$ cat config.mk
export PLATFORM = sky130hd
export DESIGN_NAME = mem_wr_ctrl
export DESIGN_NICKNAME = d
export VERILOG_FILES = /design/src/rtl/rfid6c_mem_pkg.sv /design/src/rtl/mem_wr_ctrl_prog_timer.sv /design/src/rtl/mem_wr_ctrl.sv
export SDC_FILE = /design/constraint.sdc
export NUM_CORES = 1
export LEC_CHECK = 0
export CAP_MARGIN = 20
export CORE_MARGIN = 1
export CORE_UTILIZATION = 40
export CTS_CLUSTER_DIAMETER = 80
export DETAILED_ROUTE_END_ITERATION = 10
export PLACE_DENSITY = 0.71
export SYNTH_ARGS = -nofsm -noshare
export SYNTH_HDL_FRONTEND = slang
export SYNTH_SLANG_ARGS = --single-unit
$ cat constraint.sdc
create_clock -name DCLK -period 3.2 [get_ports DCLK]
set_input_delay 0.48 -clock DCLK [delete_from_list [all_inputs] [get_ports DCLK]]
set_output_delay 0.48 -clock DCLK [all_outputs]
set_load 0.05 [all_outputs]
$ cat src/rtl/rfid6c_mem_pkg.sv
// Shared definitions for the 6C tag memory datapath.
// Used by both the write controller and the read-data mux.
package rfid6c_mem_pkg;

  localparam int WORD_W = 16;
  localparam int ADDR_W = 6;

  localparam logic [ADDR_W-1:0] TVAL_ADDR_DEF = 6'h07;

  typedef enum logic [2:0] {
    ST_IDLE,
    ST_SETUP,
    ST_PROG,
    ST_VERIFY,
    ST_DONE
  } wr_state_t;

endpackage

$ cat src/rtl/mem_wr_ctrl_prog_timer.sv
// NVM program-pulse timer: a loadable down-counter with a zero flag.
// It is loaded with PROG_CYC-1, so counting down to zero spans PROG_CYC cycles.
module prog_timer #(
  parameter int PROG_CYC = 16
) (
  input  logic clk,
  input  logic rst_n,
  input  logic load,
  input  logic en,
  output logic zero
);

  localparam int CW = (PROG_CYC > 1) ? $clog2(PROG_CYC) : 1;
  localparam logic [CW-1:0] LOAD_VAL = CW'(PROG_CYC - 1);

  logic [CW-1:0] cnt;

  always_ff @(posedge clk or negedge rst_n) begin
    if (!rst_n) begin
      cnt <= '0;
    end else if (load) begin
      cnt <= LOAD_VAL;
    end else if (en && (cnt != '0)) begin
      cnt <= cnt - 1'b1;
    end
  end

  assign zero = (cnt == '0);

endmodule

$ cat src/rtl/mem_wr_ctrl.sv
// Write-side controller for the 6C tag memory.
// A write to TVAL_ADDR updates the TVAL register in one cycle; any other address
// runs an NVM program pulse followed by a read-back verify, with bounded retry.
//
//   state  | meaning
//   IDLE   | waiting for WR_REQ
//   SETUP  | address and data stable ahead of the pulse; timer loaded
//   PROG   | MEM_PGM high for PROG_CYC cycles
//   VERIFY | compare DBO with MEM_DBI; retry or finish
//   DONE   | one-cycle WR_DONE pulse
module mem_wr_ctrl
  import rfid6c_mem_pkg::*;
#(
  parameter int                 PROG_CYC  = 16,
  parameter int                 MAX_RETRY = 2,
  parameter logic [ADDR_W-1:0]  TVAL_ADDR = TVAL_ADDR_DEF,
  parameter logic [WORD_W-1:0]  TVAL_RST  = 16'h0000
) (
  input  logic              DCLK,
  input  logic              RST_N,
  input  logic              WR_REQ,
  input  logic [ADDR_W-1:0] WR_ADDR,
  input  logic [WORD_W-1:0] WR_DATA,
  input  logic [WORD_W-1:0] DBO,
  output logic [ADDR_W-1:0] MEM_A,
  output logic [WORD_W-1:0] MEM_DBI,
  output logic              MEM_PGM,
  output logic [WORD_W-1:0] TVAL,
  output logic              WR_BUSY,
  output logic              WR_DONE,
  output logic              WR_ERR
);

  localparam int RW = (MAX_RETRY > 0) ? $clog2(MAX_RETRY + 1) : 1;
  localparam logic [RW-1:0] RETRY_MAX = RW'(MAX_RETRY);

  wr_state_t     state, state_nxt;
  logic [RW-1:0] retry_cnt;
  logic          tmr_load, tmr_en, tmr_zero;
  logic          accept_tval, accept_nvm, retry_inc, set_err;

  prog_timer #(.PROG_CYC(PROG_CYC)) u_prog_timer (
    .clk   (DCLK),
    .rst_n (RST_N),
    .load  (tmr_load),
    .en    (tmr_en),
    .zero  (tmr_zero)
  );

  always_comb begin
    state_nxt   = state;
    tmr_load    = 1'b0;
    tmr_en      = 1'b0;
    accept_tval = 1'b0;
    accept_nvm  = 1'b0;
    retry_inc   = 1'b0;
    set_err     = 1'b0;
    case (state)
      ST_IDLE: begin
        if (WR_REQ) begin
          if (WR_ADDR == TVAL_ADDR) begin
            accept_tval = 1'b1;
            state_nxt   = ST_DONE;
          end else begin
            accept_nvm = 1'b1;
            state_nxt  = ST_SETUP;
          end
        end
      end
      ST_SETUP: begin
        tmr_load  = 1'b1;
        state_nxt = ST_PROG;
      end
      ST_PROG: begin
        tmr_en = 1'b1;
        if (tmr_zero) state_nxt = ST_VERIFY;
      end
      ST_VERIFY: begin
        if (DBO == MEM_DBI) begin
          state_nxt = ST_DONE;
        end else if (retry_cnt < RETRY_MAX) begin
          retry_inc = 1'b1;
          state_nxt = ST_SETUP;
        end else begin
          set_err   = 1'b1;
          state_nxt = ST_DONE;
        end
      end
      ST_DONE:  state_nxt = ST_IDLE;
      default:  state_nxt = ST_IDLE;
    endcase
  end

  // MEM_PGM and WR_DONE are registered from the next state so they align with it.
  always_ff @(posedge DCLK or negedge RST_N) begin
    if (!RST_N) begin
      state     <= ST_IDLE;
      retry_cnt <= '0;
      MEM_A     <= '0;
      MEM_DBI   <= '0;
      MEM_PGM   <= 1'b0;
      TVAL      <= TVAL_RST;
      WR_DONE   <= 1'b0;
      WR_ERR    <= 1'b0;
    end else begin
      state   <= state_nxt;
      MEM_PGM <= (state_nxt == ST_PROG);
      WR_DONE <= (state_nxt == ST_DONE);
      if (accept_tval) begin
        TVAL   <= WR_DATA;
        WR_ERR <= 1'b0;
      end
      if (accept_nvm) begin
        MEM_A     <= WR_ADDR;
        MEM_DBI   <= WR_DATA;
        retry_cnt <= '0;
        WR_ERR    <= 1'b0;
      end
      if (retry_inc) retry_cnt <= retry_cnt + 1'b1;
      if (set_err)   WR_ERR    <= 1'b1;
    end
  end

  assign WR_BUSY = (state == ST_SETUP) || (state == ST_PROG) || (state == ST_VERIFY);

endmodule

# == Yosys cells after proc, flatten, opt, wreduce, memory -nomap -nowiden ==
# Cells that the tools add are included.
# word_totals
regBits,50
latch_bits,0
ramBits,0
mem_bits_ro,0
in_bits,41
mem_count,0
# op_classes
addsub,2
multipliers,0
div,0
n_lt_le_gt_ge,1
eq_ne,7
shifts,0
muxes,27
bitwise_logic,0
reduce_logical,9
# ops
operator,n
$mux 1,17
$eq 16x16->1,1
$mux 3,5
$pmux 3 s4,1
$eq 3x2->1 const B,3
$mux 4,2
$eq 6x3->1 const B,1
$logic_not 4->1,1
$mux 2,2
$reduce_bool 2->1,2
$reduce_bool 4->1,1
$sub 4x1->4 const B,1
$eq 3x1->1 const B,1
$eq 3x3->1 const B,1
$logic_not 3->1,1
$reduce_bool 3->1,1
$add 2x1->2 const B,1
$logic_or 1x1->1,2
$lt 2x2->1 const B,1
$logic_and 1x1->1,1

# == Logic depth before layout (Yosys ltp) ==
# Gate-level depths: netlist of the first run.
# logic_depth
ltp_word,7
depth_mapped,7
mapped_depth_nobuf,7

# == Hierarchy ==
# A second synthesis of the first run with hierarchy kept.
# hier_totals
hier_cells,159
area_unflattened_um2,2187.1
# by_module_without_submodules
module,instances,cells_each,area_per_inst_um2
mem_wr_ctrl,1,138,1968.1
prog_timer,1,21,219.0

# == Worst setup path after synthesis of the first run ==
# Ideal clock, no wire load.
# synth_timing
path_type,flip-flop to flip-flop
startpoint,reg MEM_DBI[6]
endpoint,reg WR_ERR
setup_time_ps,121
arrival_ps,1568
slack_ps,1511
stages_incl_launch_ff,6
n_path_buf,0
synth_period_minus_slack_ps,1689
cell_sequence,dfrtp_1 > xnor2_1 > nand4_1 > nor4_1 > nor2_1 > a22o_1
# synth_via
elab_chain_len,4
elab_cells_between_ends,5
classes_between,eq/ne (1); mux (3); reduce/logical (1)
# synth_lines
item,line_no,text
from (decl),mem_wr_ctrl.sv:26,"output logic [WORD_W-1:0] MEM_DBI,"
from (signal assigned),mem_wr_ctrl.sv:100,MEM_DBI <= '0;
from (signal assigned),mem_wr_ctrl.sv:115,MEM_DBI <= WR_DATA;
$eq 16x16->1 (*),mem_wr_ctrl.sv:79,if (DBO == MEM_DBI) begin
$mux 1 (*),mem_wr_ctrl.sv:79,
$mux 1 (*),mem_wr_ctrl.sv:58,case (state)
$reduce_bool 3->1 (no line) / $mux 1 (equally long branches),--,
to (signal assigned),mem_wr_ctrl.sv:104,WR_ERR <= 1'b0;
to (signal assigned),mem_wr_ctrl.sv:111,WR_ERR <= 1'b0;
to (signal assigned),mem_wr_ctrl.sv:117,WR_ERR <= 1'b0;
to (decl),mem_wr_ctrl.sv:31,output logic WR_ERR
# Mark *: on every way between the ends. The rest lies on a longest branch, timed or not.
# A chain may end at the register's enable or synchronous reset.

# == Final worst setup path of the first run ==
# layout_timing
startpoint,reg state[0]
endpoint,out WR_BUSY
# layout_via
elab_chain_len,3
elab_cells_between_ends,5
classes_between,eq/ne (3); reduce/logical (2)
# layout_lines
item,line_no,text
from (decl),mem_wr_ctrl.sv:37,"wr_state_t state, state_nxt;"
from (signal assigned),mem_wr_ctrl.sv:106,state <= state_nxt;
$eq 3x1->1 / $eq 3x2->1 (equally long branches),mem_wr_ctrl.sv:124,assign WR_BUSY = (state == ST_SETUP) || (state == ST_PROG) || (state == ST_VERIFY);
$logic_or 1x1->1,mem_wr_ctrl.sv:124,
$logic_or 1x1->1 (*),mem_wr_ctrl.sv:124,
to (decl),mem_wr_ctrl.sv:29,"output logic WR_BUSY,"
# Marks and branches as above.

==> results, run 1 <==
- Summed over all failing endpoints, the final setup total negative slack is 0 ps.
- Measured along the x axis, the die boundary spans 76.1 um.
- The maximum root-to-sink buffer count is 2.
- The number of standard-cell rows in the floorplan is 26.
- For this design the static power due to leakage is 1.35 nW.
- The number of global-route vias before repair was 1629.
- By area the synthesized netlist is led by sky130_fd_sc_hd__dfrtp_1 (57%), sky130_fd_sc_hd__mux2_2 (16%), sky130_fd_sc_hd__xnor2_1 (7.6%).
- The count of antenna-violating nets left after detailed routing is 0.
- The clock reaches the later pin of the worst-skew pair after 290 ps.
- The cell at the root of the clock tree is sky130_fd_sc_hd__clkbuf_8.
- OpenSTA, run right after detailed placement, puts the worst setup slack at 976 ps.
- The clock tree from TritonCTS is built.
- The max-slew headroom at the worst pin is 43.2%.
- The number of antenna violations at the first check in global routing came to 0.
- The total routed wirelength is 4770 um.
- The gate count after technology mapping is 164.
- The number of design-rule violations left by the first detailed-router iteration is 32.
- The count of endpoints failing setup in the final report is 0.
- In the routed design, unresolved DRC markers number 0.
- The number of endpoints with negative hold slack in the final report is 0.
- For the worst setup path, the data arrival time is 1780 ps.
- The floorplan die height is 76.1 um.
- The placed wire-length estimate is 3510 um.
- The floorplan step defined a die boundary enclosing 5790 um^2.
- The relative area change from synthesis to final layout is 43.3%.
- Of the synthesized area, sequential elements account for 56.9%.
- Summed over all nets, wire length on met2 after detailed routing comes to 2370 um.
- Across the run, the number of max-cap violations was 0.
- Along the worst path, the maximum fanout reaches 8.
- The post-route met1 wirelength is 2030 um.
- In the routed layout, each cell is associated on average with a via count of 4.84.
- During I/O placement, the number of pins put on the boundary was 83.
- The detailed-route wire length per cell is 14.9 um.
- The mapped netlist covers 2200 um^2.
- The number of hold buffers added after CTS is 0.
- The count of yosys warnings during synthesis is 0.
- After synthesis the netlist holds a flip-flop and latch count of 50.
- The pin count of the biggest net entering global routing is 39.
- The share of the clock period used by the worst path is 70.6%.
- Across every metal layer, demand over resource in global routing totals 17.5%.
- The critical path endpoint category is a primary output.
- After clock tree synthesis, the repair step resized 0 gates.
- The mean instance size in the synthesized netlist is 13.4 um^2.
- The sort of element at the start of the critical path is a register.
- The fmax is 443 MHz.
- The total overflow left after global routing is 0.
- Once routing completed, OpenROAD measured the worst setup slack at 940 ps.
- The top routing layer in use is met4.
- The detailed router placed 1549 vias in this run.
- The count of cells along the worst register-to-register path is 3.
- Counting the buffers created by CTS gives 5.
- The worst-case IR drop observed on VDD is 0.496 mV.
- The first global-routing pass estimated 7930 um of wire.
- The library cells used most frequently in the layout, excluding fill and tap cells, are sky130_fd_sc_hd__clkdlybuf4s50_1 (81), sky130_fd_sc_hd__dfrtp_1 (50), sky130_fd_sc_hd__mux2_2 (32).
- The weighted congestion reported at the end of routability-driven placement is 0.732.
- 0 antenna diodes ended up in the layout.
- The post-route netlist has 18.4% of its cells at a drive strength greater than 1.
- Wire segments on met3 add up to 362 um in the final route.
- The power density relative to cell area is 991 nW/um^2.
- The post-synthesis net count is 206.
- The minimum clock period after layout is 2260 ps.
- The slew of the pin with the lowest slew margin is 852 ps.
- CTS saw 50 sinks.
- The flow ran to the end, and the final reports show no timing, DRC or antenna violations.
- The critical path is of the reg -> out type.
- The number of post-CTS setup repair buffers is 0.
- The post-synthesis cell type with the largest combined area is sky130_fd_sc_hd__dfrtp_1.
- STA puts the critical path data required time at 2720 ps.
- After layout, the design draws a total of 3.12 mW.
- The H-tree generated during clock tree synthesis spans 2 levels.
- Setup repair after global routing left no endpoint under its margin.
- Once the floorplan was initialized, standard cells occupied 42.2% of the core.
- Clock skew on the completed layout was measured at 2.64 ps.
- The area share of the largest cell type after synthesis is 56.9%.
- In this run the worst hold path is classified as in -> async.
- The number of nets in the layout is 293.
- After clock tree synthesis, the clock-pin slew on the worst setup and hold paths is 80 ps.
- The max-slew violation total from the final report is 0.
- The number of different library cells used by synthesis comes to 26.
- The number of buffers inserted by port buffering is 82.
- The iteration count of the initial detailed-routing pass is 4.
- The area of the core is 5200 um^2.
- The most common library cell in the layout ignoring fill and taps is sky130_fd_sc_hd__clkdlybuf4s50_1.
[Yosys cell counts]
master	n
sky130_fd_sc_hd__a21oi_1	1
sky130_fd_sc_hd__a22o_1	4
sky130_fd_sc_hd__and2_1	1
sky130_fd_sc_hd__buf_6	5
sky130_fd_sc_hd__dfrtp_1	50
sky130_fd_sc_hd__ha_1	1
sky130_fd_sc_hd__inv_1	4
sky130_fd_sc_hd__mux2_2	32
sky130_fd_sc_hd__mux2_4	2
sky130_fd_sc_hd__mux2i_1	1
sky130_fd_sc_hd__nand2_1	11
sky130_fd_sc_hd__nand2_2	1
sky130_fd_sc_hd__nand2b_1	4
sky130_fd_sc_hd__nand3b_1	1
sky130_fd_sc_hd__nand4_1	4
sky130_fd_sc_hd__nand4b_1	1
sky130_fd_sc_hd__nor2_1	7
sky130_fd_sc_hd__nor2b_1	2
sky130_fd_sc_hd__nor3_1	2
sky130_fd_sc_hd__nor3b_1	1
sky130_fd_sc_hd__nor4_1	2
sky130_fd_sc_hd__nor4b_4	1
sky130_fd_sc_hd__o211ai_1	2
sky130_fd_sc_hd__o21a_1	1
sky130_fd_sc_hd__o21ai_0	4
sky130_fd_sc_hd__xnor2_1	19
[area by class of cell]
class                   count  area (um^2)
clock buffers               6         82.6
multi-input cells         105          875
well taps                  70         87.6
repair buffers             85          838
flip-flops and latches     50         1250
fillers                   462         2060
inverters                   4         15.0
[metrics by stage]
stage | utilization (%) | hold WS (ps) | area [um^2] | instances
2_1_floorplan | - | 184 | 2200 | 164
3_3_place_gp | 58.9 | 455 | 3070 | 314
3_5_place_dp | 58.9 | 474 | 3070 | 314
4_1_cts | 60.5 | 319 | 3150 | 320
5_1_grt | 60.5 | 346 | 3150 | 320
6_report | 60.5 | 278 | 3150 | 320
[registers in the layout (all words and copies together), names as in the netlist]
signal	flops
MEM_A	6
MEM_DBI	16
WR_ERR	1
MEM_PGM	1
state	3
retry_cnt	2
WR_DONE	1
TVAL	16
u_prog_timer.cnt	4
[layer usage]
metal | up-vias | global-route usage, %
met3 | 2 | 6.95
met2 | 46 | 29.3
met1 | 765 | 21.2
met4 | 0 | 4.04
li1 | 736 | -
met5 | - | 0
[cell families (layout without fill, tap and decap cells)]
kind of cell,Yosys count,count (layout),share of synthesized area [%]
flip-flops,50,50,56.9
multiplexers,35,35,18.2
buffers and inverters,9,95,3.25
AND/OR/NAND/NOR,38,38,9.68
adder cells (fa/ha/maj),1,1,0.569
AO/OA/AOI/OAI,12,12,3.76
XOR/XNOR,19,19,7.57
[worst paths after layout]
path	start	to	slack, ps
setup / recovery	state[0]	WR_BUSY	940
hold / removal	RST_N	u_prog_timer.cnt[0]	280
setup reg to reg	state[0]	TVAL[15]	1370
hold reg to reg	MEM_A[4]	MEM_A[4]	500
max in group asynchronous	RST_N	retry_cnt[0]	2210
min in group DCLK	MEM_A[4]	MEM_A[4]	500
[power by group]
group	switching [mW]	internal, mW
clock	0.193	0.167
combinational	1.01	0.694
sequential	0.199	0.858
total	1.40	1.72
[critical path, cell delays in order, from the launching register on]
cell,delay (ps)
sky130_fd_sc_hd__dfrtp_1,520
sky130_fd_sc_hd__nor2_1,80
sky130_fd_sc_hd__nor2_1,90
sky130_fd_sc_hd__clkdlybuf4s50_1,800
Note: power is estimated with default switching activity, not from simulation.
==> run 2, diff against run 1 <==
Settings changed: CORE_UTILIZATION 40 to 39, PLACE_DENSITY 0.71 to 0.72.
Clock period 3.2 ns to 2 ns, I/O delays scaled along.
==> run 2 against run 1 <==
Effect of this change:
- the run now ends with negative hold slack left
- critical path type unchanged
- clock power is 93% higher
- largest cell class unchanged
- combinational power is 61% higher
- clock-buffer cell count decreased by 1
- global-route usage decreased by 0.48 points
- sequential cell count unchanged
- register-to-register slack got worse by 1100 ps
==> results, run 2 (synthesis results as in run 1) <==
- The flow ran to the end, but the final reports show violations.
- The checks that failed: negative hold slack.
- The max-slew violation total from the final report is 0.
- The fraction of power spent switching nets is 43.9%.
- The slowest stage of the critical path is the sky130_fd_sc_hd__clkdlybuf4s50_1 cell.
- The remaining global-route overflow is 0.
- The initial cell density of the core is 41.7%.
- The detailed-route wire length per cell is 14.3 um.
- At the pin with the least slew margin, the transition time is 581 ps.
- The CTS buffer count is 5.
- The placement-stage worst setup slack is -78.6 ps.
- The tree built by TritonCTS fans out to 50 sinks.
- The fraction of layout instances using a drive strength above 1 is 21.0%.
- The analysis attributes to net switching a power of 2.25 mW.
- The worst flop-to-flop path startpoint is state[0].
- The power density relative to cell area is 1580 nW/um^2.
- The pin count of the biggest net entering global routing is 27.
- The number of design-rule violations left by the first detailed-router iteration is 59.
- The library cells used most frequently in the layout, excluding fill and tap cells, are sky130_fd_sc_hd__clkdlybuf4s50_1 (80), sky130_fd_sc_hd__dfrtp_1 (50), sky130_fd_sc_hd__mux2_2 (32).
- The worst setup path is captured at a primary output.
- The required time at the worst-slack endpoint is 1700 ps.
- The cell at the root of the clock tree is sky130_fd_sc_hd__clkbuf_8.
- Setup repair after global routing left no endpoint under its margin.
- The floorplan die height is 77.1 um.
- Measured against its own limit, the worst slew margin works out to 61.3%.
- The share of the clock period used by the worst path is 91.8%.
- The delay of the slowest critical-path stage is 830 ps.
- The library cell used most frequently in the layout, excluding fill and tap cells, is sky130_fd_sc_hd__clkdlybuf4s50_1.
- STA classifies the critical path startpoint as a register.
- Once detail routing completed, the nets flagged for antenna violations numbered 0.
- The largest registers in the layout are MEM_DBI x16, TVAL x16, MEM_A x6.
- The first global-routing pass estimated 7940 um of wire.
- The number of cells on the worst reg-to-reg path is 5.
- The critical path data arrival time is 1540 ps.
- The clock-pin slew of the registers on the worst-case setup and hold paths is 90 ps.
- The number of standard-cell rows in the floorplan is 26.
- The number of endpoints with negative hold slack in the final report came to 19.
- The iteration count of the initial detailed-routing pass is 4.
- The endpoint of the most critical register-to-register path is u_prog_timer.cnt[3].
- Setup violations remaining at the end of the flow were counted as 0.
- The total global routing track utilization is 17.0%.
- The part of the power in registers is 33.1%.
- The number of antenna violations at the first check in global routing is 0.
- The critical path is of the reg -> out type.
- The worst path in the final design needs a cycle of 1840 ps, including I/O delays and setup.
- The logic gate share of total power is 53.4%.
- The maximum level of the CTS H-tree is 2.
- The top cell family by delay on the critical path is buffers and inverters.
- The placed wire-length estimate is 3510 um.
- For the worst-skew pair, the clock arrives at the later sink with an insertion delay of 300 ps.
- Summed over all failing endpoints, the final setup total negative slack is 0 ps.
- The die covers 5940 um^2.
- The maximum fanout along the worst path is 3.
- The total routed wirelength is 4670 um.
- The number of vias per cell after detailed routing is 4.81.
- The number of maximum-capacitance constraint violations is 0.
- The number of remaining DRC errors is 0.
- TritonCTS built the clock tree.
- The share of power burned in the clock network is 13.5%.
- The total area inside the core boundary comes to 5270 um^2.
- The clock skew after layout is 8.98 ps.
- Summed over all cells, the static leakage comes to 1.40 nW.
- The I/O pin count is 83.
- Post-CTS timing repair inserted 0 buffers for setup.
- The cell-internal power is 2.87 mW.
- VDD sags by at most 0.762 mV.
- In this run the horizontal extent of the chip is 77.1 um.
- The final worst hold slack is -7.61 ps.
- The maximum root-to-sink buffer count is 2.
- The repair_antennas step left the layout with diodes totalling 0.
- For flop-to-flop paths, the worst setup slack is 240 ps.
- The number of global-route vias before repair was 1599.
- Once routing completed, OpenROAD measured the worst setup slack at 163 ps.
- Walking the worst path, the cells encountered are clkdlybuf4s50_1.
- The number of hold buffers added after CTS is 0.
- The detailed router placed 1572 vias in this run.
- The classification of the worst-slack hold path is in -> async.
- The number of buffers inserted by port buffering is 82.
- Cells fill 61.4% of the core in the end.
- Post-CTS repair changed the size of 0 cells.
- The number of buffer and inverter instances along the worst setup path is 1.
- The fmax is 544 MHz.
- Routability-driven placement finished with a final weighted congestion of 0.802.
- Compared with the post-synthesis result, the final layout area differs by 47.3%.
- The number of nets in the layout is 298.
==> run 2: final cells by class <==
cell class | instances | area, um^2
Clock buffer | 5 | 68.8
Clock inverter | 3 | 40.0
Fill cell | 441 | 2030
Inverter | 4 | 15.0
Multi-Input combinational cell | 105 | 875
Sequential cell | 50 | 1250
Tap cell | 70 | 87.6
Timing Repair Buffer | 90 | 898
==> run 2: per-layer routing <==
layer,GRT usage (%),vias to the layer above,wire [um]
li1,-,743,-
met5,0,-,0
met3,4.64,6,247
met2,27.5,47,2340
met1,22.5,776,2030
met4,4.53,0,54
==> run 2: worst max path at each step <==
stage	from	endpoint	slack [ps]	cells after the start
2_1_floorplan	MEM_DBI[6]	WR_ERR	310	5
3_3_place_gp	WR_ADDR[3]	MEM_DBI[2]	1	6
3_5_place_dp	WR_ADDR[3]	MEM_DBI[14]	-80	6
4_1_cts	MEM_DBI[6]	MEM_DBI[6]	150	1
5_1_grt	MEM_DBI[2]	MEM_DBI[2]	110	1
6_report	MEM_DBI[2]	MEM_DBI[2]	160	1
==> run 2: power groups by stage <==
stage	clock network [mW]	logic (mW)	registers, mW
final	0.694	2.74	1.69
after global routing	0.756	2.89	1.76
after CTS	0.709	2.76	1.70
after detailed placement	0	2.76	1.71
after global placement	0	2.72	1.71
after floorplan	0	0.918	2.64
==> run 2: metrics by stage <==
step                      area, um^2  cells  total power [mW]  hold WS, ps
after global placement          3130    319              4.43          327
after floorplan                 2200    164              3.56         4.41
after CTS                       3240    327              5.17         4.26
after detailed placement        3130    319              4.46          335
after global routing            3240    327              5.40         30.2
final                           3240    327              5.12        -7.61
==> run 3, diff against run 2 <==
Settings changed: REMOVE_ABC_BUFFERS from default to 1.
Clock period 2 ns to 1.5 ns, I/O delays scaled along.
==> run 3 against run 2 <==
Effect of this change:
- the flow finishes with violations (negative setup slack)
- sequential power is 30% higher
- sequential share of layout area shrank 4.4 points
- power is 54% higher
- die area stayed put
- via count grew 6.1%
- critical path type is now reg -> reg
==> results, run 3 (synthesis results as in run 1) <==
- The maximum root-to-sink buffer count is 2.
- The number of remaining DRC errors is 0.
- The critical path data arrival time is 1740 ps.
- The min-delay analysis places its worst path in the category in -> reg.
- The max-slew violation total from the final report is 0.
- The congestion estimate from routability-driven global placement came to 0.758.
- After routing the design area is 3660 um^2.
- The required time at the worst-slack endpoint is 1680 ps.
- The number of vias after detailed routing is 1668.
- The number of buffer and inverter instances along the worst setup path is 2.
- The max-slew headroom at the worst pin is 82.1%.
- The share of the clock period used by the worst path is 104%.
- For this run, the top clock speed supported by timing is 643 MHz.
- At the later pin of the worst-skew pair, clock insertion delay measures 300 ps.
- In this run the remaining antenna-violating nets after routing total 0.
- The number of vias per cell after detailed routing is 4.70.
- The critical path endpoint category is a register.
- The relative area change from synthesis to final layout is 66.7%.
- For the pin with the worst max-slew slack, the measured transition is 269 ps.
- The fraction of layout instances using a drive strength above 1 is 47.4%.
- Once detailed placement completed, the half-perimeter wirelength came to 3770 um.
- The delay of the slowest critical-path stage is 450 ps.
- The largest registers in the layout are MEM_DBI x16, TVAL x16, MEM_A x6.
- The maximum fanout along the worst path is 8.
- The initial cell density of the core is 41.7%.
- The H-tree generated during clock tree synthesis spans 2 levels.
- The count of endpoints failing setup in the final report is 33.
- After clock tree synthesis, the clock-pin slew on the worst setup and hold paths is 90 ps.
- The library cells used most frequently in the layout, excluding fill and tap cells, are sky130_fd_sc_hd__buf_4 (54), sky130_fd_sc_hd__dfrtp_1 (48), sky130_fd_sc_hd__clkdlybuf4s50_1 (37).
- In this design, the largest share of critical-path delay is due to flip-flops.
- The first global-routing pass estimated 8530 um of wire.
- Setup repair after global routing could not meet its margin everywhere.
- The total global routing track utilization is 18.6%.
- The filler cells instantiated in the layout total 401.
- After floorplanning, the core was divided into 26 placement rows.
- The number of antenna violations at the first check in global routing came to 0.
- The I/O pin count is 83.
- The leakage power total is 1.72 nW.
- The net count of the finished layout is 327.
- The total routed wirelength is 5280 um.
- Between clock sinks in the finished design, the worst skew comes to 6.09 ps.
- The pin count of the biggest net entering global routing is 51.
- The largest vdd supply drop is 1.23 mV.
- The die is 77.1 um tall.
- For this design, the slowest cell found on the critical path is sky130_fd_sc_hd__dfrtp_2.
- The width of the chip is 77.1 um.
- The final reports fail on negative setup slack.
- The die covers 5940 um^2.
- The design draws 7.89 mW.
- The minimum clock period after layout is 1560 ps.
- The number of buffers inserted by port buffering is 82.
- The remaining global-route overflow is 0.
- CTS placed an instance of sky130_fd_sc_hd__clkbuf_8 at the clock tree root.
- The number of instances in the placed design is 338.
- The area of the core is 5270 um^2.
- The signal on the critical path passes through nor4b_4 -> buf_4 -> nand2_8 -> clkbuf_16 -> mux2_2.
- The number of sinks on the clock net is 50.
- The detailed-route wire length per cell is 14.9 um.
- Leaving out fill and tap cells, the most frequent cell in the layout is sky130_fd_sc_hd__buf_4.
- OpenSTA, run right after detailed placement, puts the worst setup slack at -406 ps.
- After detailed placement, the total cell area comes to 3380 um^2.
- TritonCTS built the clock tree.
- The number of endpoints with negative hold slack in the final report is 0.
- The number of maximum-capacitance constraint violations is 0.
- The finished layout holds 355 standard cells, fillers aside.
- The number of global-route vias before repair is 1816.
- TritonCTS created 5 clock buffers.
- 0 antenna diodes ended up in the layout.
- The power density relative to cell area is 2150 nW/um^2.
- The number of design-rule violations left by the first detailed-router iteration is 83.
- The iteration count of the initial detailed-routing pass is 4.
- The final worst hold slack is 213 ps.
- The flow ran to the end, but the final reports show violations.
- After layout, the worst setup slack is -55.5 ps.
- STA classifies the critical path startpoint as a register.
- By startpoint and endpoint, the worst setup path is classified as reg -> reg.
-- run 3: changes by cell type in the layout (fill, tap and decap cells not counted), moves of 3 or more --
cell,change
sky130_fd_sc_hd__buf_12,+17
sky130_fd_sc_hd__buf_4,+47
sky130_fd_sc_hd__clkdlybuf4s50_1,-43
sky130_fd_sc_hd__nor2_1,-3
sky130_fd_sc_hd__nor2_2,+3
sky130_fd_sc_hd__o21ai_0,-3
-- run 3: report_power, final --
group          leakage, nW  switching [mW]  internal [mW]  total [mW]
registers            0.624           0.356           1.84        2.19
logic                 1.06            2.51           2.44        4.96
clock network       0.0383           0.414          0.322       0.736
total                 1.72            3.28           4.60        7.89
-- run 3: layout make-up --
type                       instances  area (um^2)  share of cell area [%]
tap                               70         87.6                    2.39
clock buffer                       7         76.3                    2.08
timing repair buffer             119         1280                    35.0
sequential                        50         1250                    34.2
multi-input combinational        105          947                    25.9
inverter                           4         15.0                   0.410
-- run 3: path summary, 6_finish.rpt --
check / endpoint / slack, ps / cells after the start / start
max: TVAL[8] / -60 / 5 / state[0]
min: MEM_A[1] / 210 / 2 / WR_ADDR[1]
max reg2reg: TVAL[8] / -60 / 5 / state[0]
min reg2reg: retry_cnt[0] / 490 / 1 / retry_cnt[0]
max in group asynchronous: state[0] / 810 / 3 / RST_N
min in group asynchronous: MEM_A[2] / 450 / 3 / RST_N
-- run 3: metrics by stage --
stage / TNS, ps / utilization (%)
after floorplan: -10050 / -
after global routing: -3110 / 69.5
after detailed placement: -13300 / 64.1
after CTS: -265 / 66.7
after global placement: -12430 / 64.1
final: -859 / 69.5
-- run 3: metal layers --
layer	global-route usage, %	vias up	routed length [um]
met5	0	-	0
met4	4.53	0	27
met3	6.07	4	326
met2	32.3	52	2730
met1	22.2	805	2200
li1	-	807	-
-- run 3: repair_timing --
item	in CTS	in global routing
endpoints found under the setup margin	38	47
hold buffers	1	0
resized for setup	6	20
buffers inserted	3	4
gates cloned	0	2
pin swaps	1	10
endpoints found under the hold margin	50	0
